File: config.mk
export PLATFORM = sky130hd
export DESIGN_NAME = divider_n
export DESIGN_NICKNAME = d
export VERILOG_FILES = /design/src/rtl/divider_n.sv
export SDC_FILE = /design/constraint.sdc
export NUM_CORES = 1
export LEC_CHECK = 0
export CORE_UTILIZATION = 54
export DETAILED_ROUTE_END_ITERATION = 10
export PLACE_DENSITY = 0.84
export SLEW_MARGIN = 20
export SYNTH_ARGS = -nofsm -noshare
export SYNTH_HDL_FRONTEND = slang
export SYNTH_HIERARCHICAL = 1
export SYNTH_SLANG_ARGS = --single-unit
File: constraint.sdc
create_clock -name clk -period 2.9 [get_ports clk]
set_input_delay 0.29 -clock clk [delete_from_list [all_inputs] [get_ports clk]]
set_output_delay 0.29 -clock clk [all_outputs]
set_load 0.01 [all_outputs]
File: src/rtl/divider_n.sv
// divider_n: unsigned restoring divider, one shift-subtract step per clock.
// Latency: done n+1 cycles after the accepting edge (1 cycle for divide-by-zero).
// Backpressure: none; start is sampled only in IDLE and ignored while busy.

module adder_n #(
    parameter int n = 8
) (
    input  logic [n-1:0] a,
    input  logic [n-1:0] b,
    input  logic         cin,
    output logic [n-1:0] sum,
    output logic         cout
);
    assign {cout, sum} = {1'b0, a} + {1'b0, b} + {{n{1'b0}}, cin};
endmodule

module divider_n #(
    parameter int n = 8
) (
    input  logic         clk,
    input  logic         rst,
    input  logic         start,
    input  logic [n-1:0] dividend,
    input  logic [n-1:0] divisor,
    output logic [n-1:0] quotient,
    output logic [n-1:0] remainder,
    output logic         busy,
    output logic         done,
    output logic         div_by_zero
);
    localparam int CW = (n > 1) ? $clog2(n) : 1;

    typedef enum logic [1:0] {IDLE, RUN, DONE} state_t;

    state_t        state;
    logic [CW-1:0] cnt;
    logic [n-1:0]  q_reg;
    logic [n-1:0]  d_reg;
    logic [n:0]    r_reg;

    logic [n:0]    shifted;
    logic [n:0]    diff;
    logic          ge;
    logic [n:0]    r_next;
    logic [n-1:0]  q_next;
    logic          r_top_unused;

    // Subtraction as S + ~D + 1; carry out means S >= D.
    assign shifted = {r_reg[n-1:0], q_reg[n-1]};

    adder_n #(.n(n + 1)) u_sub (
        .a    (shifted),
        .b    (~{1'b0, d_reg}),
        .cin  (1'b1),
        .sum  (diff),
        .cout (ge)
    );

    assign r_next       = ge ? diff : shifted;
    assign q_next       = {q_reg[n-2:0], ge};
    assign r_top_unused = r_reg[n];

    always_ff @(posedge clk) begin
        if (rst) begin
            state       <= IDLE;
            cnt         <= '0;
            q_reg       <= '0;
            d_reg       <= '0;
            r_reg       <= '0;
            quotient    <= '0;
            remainder   <= '0;
            busy        <= 1'b0;
            done        <= 1'b0;
            div_by_zero <= 1'b0;
        end else begin
            done <= 1'b0;
            case (state)
                IDLE: begin
                    if (start) begin
                        busy <= 1'b1;
                        if (divisor != '0) begin
                            q_reg       <= dividend;
                            d_reg       <= divisor;
                            r_reg       <= '0;
                            cnt         <= '0;
                            quotient    <= '0;
                            remainder   <= '0;
                            div_by_zero <= 1'b0;
                            state       <= RUN;
                        end else begin
                            quotient    <= '1;
                            remainder   <= dividend;
                            div_by_zero <= 1'b1;
                            state       <= DONE;
                        end
                    end
                end
                RUN: begin
                    q_reg <= q_next;
                    r_reg <= r_next;
                    cnt   <= cnt + 1'b1;
                    if (cnt == CW'(n - 1)) begin
                        quotient  <= q_next;
                        remainder <= r_next[n-1:0];
                        state     <= DONE;
                    end
                end
                DONE: begin
                    done  <= 1'b1;
                    busy  <= 1'b0;
                    cnt   <= '0;
                    state <= IDLE;
                end
                default: state <= IDLE;
            endcase
        end
    end
endmodule

==> metrics.cfg, run 1 <==
[cts]
numCtsBuffers=5
post_cts_buffers=0
cts.clk_slew.worst_paths_ns=0.10
clk_path_buf_depth=2
clk-insertion-delay-late_ns=0.32
h-tree-depth=2
holdBufCountCts=0
tritoncts=built
cts.sinks=48
root_buffer=clkbuf_8
cts_resized=0

[sta]
max_slew.worst_pin.slew_ns=0.6984
fin_crit_sh=0.8994
finClkSkew_ns=0.01378
setup_violations=0
slew_violations=0
rsz0062_at_grt=no
hold_viol_final=0
slew_headroom=0.5313
period_minus_slack_ns=2.608
fin_setup_tns_ns=0
max_freq_mhz=383.4

[floorplanning]
core_area_um2=4384
die_area_um2=4853
io_pins=38
rows=24
start_util=0.5639
fp.dieH_um=69.67
die_width_um=69.67

[route]
via_count=2154
drc=0
drt_iter0_drc=200
first_pass_iters=4
drtAntennaViolNets=0
avgViaCountPerCell=5.698
avgRoutedWirePerCell_um=14.30
route.final.wire_length_um=5404

[finish]
final_nets=356
antenna_cells=0
area_growth_pct=22.06
drive_gt1_frac=0.1104
fin_area_um2=3018
final_cells=378
final_cell_mix=dfxtp_1 (48), clkdlybuf4s50_1 (37), nand2_1 (31)
fin_util=0.6884
final_common_cell=dfxtp_1

[setup_path]
reg2reg_slack_ns=0.29
r2r-start=q_reg[7]
path_class=flop to flop
crit_path_end_kind=flop
cp_data_required_time_ns=3.11
path_max_fanout=3
cp.arrival_ns=2.81
startpoint_type=flop
r2r_end=remainder[6]
r2r_cells=12

[global_routing]
grt_usage=0.2439
grt_pass1_wl_um=9604
gr-total-overflow=0
grt_max_degree=33
antenna_found_initial=0
grt_pass1_vias=2186

[placed_design]
post_dp_cell_area_um2=2903
place.gp.congestion=0.9319
dp_cells=370
portBuffers=37
hpwl_um=3905

[power]
peakVddDrop_mv=0.2827
p_leak_nw=1.172
p_comb_frac=0.237
p_sw_mw=0.4688
power_frac_clock=0.307
switching_share=0.2875
p_int_mw=1.162
seqPwrFrac=0.456
p_per_area_nw_per_um2=540.3

[run_status]
status=completed

[synth]
avgSynthCellArea_um2=8.585
syn_inst=288
yosys_warnings=6
netlist_area_um2=2472

[min_path]
hold-path-endpoint=d_reg[1]
min_path_type=flop to flop
min_path_cells=2
hold_start=d_reg[1]

[job]
maxCapViolCount=0

[stage by stage]
stage / hold WS, ns / power, mW / setup WS [ns]
after floorplan: 0.4260 / 1.011 / 0.4736
after global placement: 0.4422 / 1.128 / 0.3951
after detailed placement: 0.4482 / 1.139 / 0.2883
after CTS: 0.4603 / 1.630 / 0.2937
after global routing: 0.4907 / 1.709 / 0.1077
final: 0.4611 / 1.631 / 0.2917
[worst max-delay path, cell delays in order (launching register included)]
cell and delay (ns):
dfxtp_1 0.36, inv_1 0.07, fa_1 0.46, fa_1 0.46, nor2b_4 0.15, o31a_4 0.14
o21ai_2 0.04, and2b_1 0.16, xnor2_1 0.12, mux2i_1 0.17, nor2_1 0.06, a211oi_1 0.24
nor3_1 0.08
[power by group through the flow]
| stage | combinational (mW) | clock (mW) | sequential, mW |
|---|---|---|---|
| after floorplan | 0.255 | 0 | 0.756 |
| after global placement | 0.373 | 0 | 0.756 |
| after detailed placement | 0.381 | 0 | 0.758 |
| after CTS | 0.384 | 0.502 | 0.743 |
| after global routing | 0.429 | 0.528 | 0.751 |
| final | 0.386 | 0.501 | 0.744 |
[routing by layer]
layer  vias up  part of all wire  GRT usage
met1       990              0.47     0.3116
li1       1085                 -          -
met5         -                 0          0
met4         0             0.016    0.09333
met3         9             0.050    0.04942
met2        70              0.47     0.4056
[layout make-up]
| class | count | area, um^2 |
|---|---|---|
| multi-input cells | 208 | 1379 |
| fillers | 362 | 1366 |
| flip-flops and latches | 48 | 960.9 |
| repair buffers | 46 | 437.9 |
| clock buffers | 5 | 68.82 |
| well taps | 52 | 65.06 |
| inverters | 16 | 60.06 |
| clock inverters | 3 | 46.29 |
[worst max-delay path by stage]
stage,start,endpoint,cells after the start
4_1_cts,q_reg[7],remainder[6],12
6_report,q_reg[7],remainder[6],12
2_1_floorplan,q_reg[7],remainder[6],12
3_3_place_gp,q_reg[7],remainder[6],12
5_1_grt,q_reg[7],remainder[7],12
3_5_place_dp,q_reg[7],remainder[6],12
Power figures use the tool's default switching activity.
==> run 2, diff against run 1 <==
CTS_CLUSTER_DIAMETER = 80   (was unset)
SKIP_LAST_GASP = 1   (was unset)
SLEW_MARGIN = unset   (was 20)
==> results of run 2 <==
The final DEF is identical to that of run 1; final timing and power are the same.
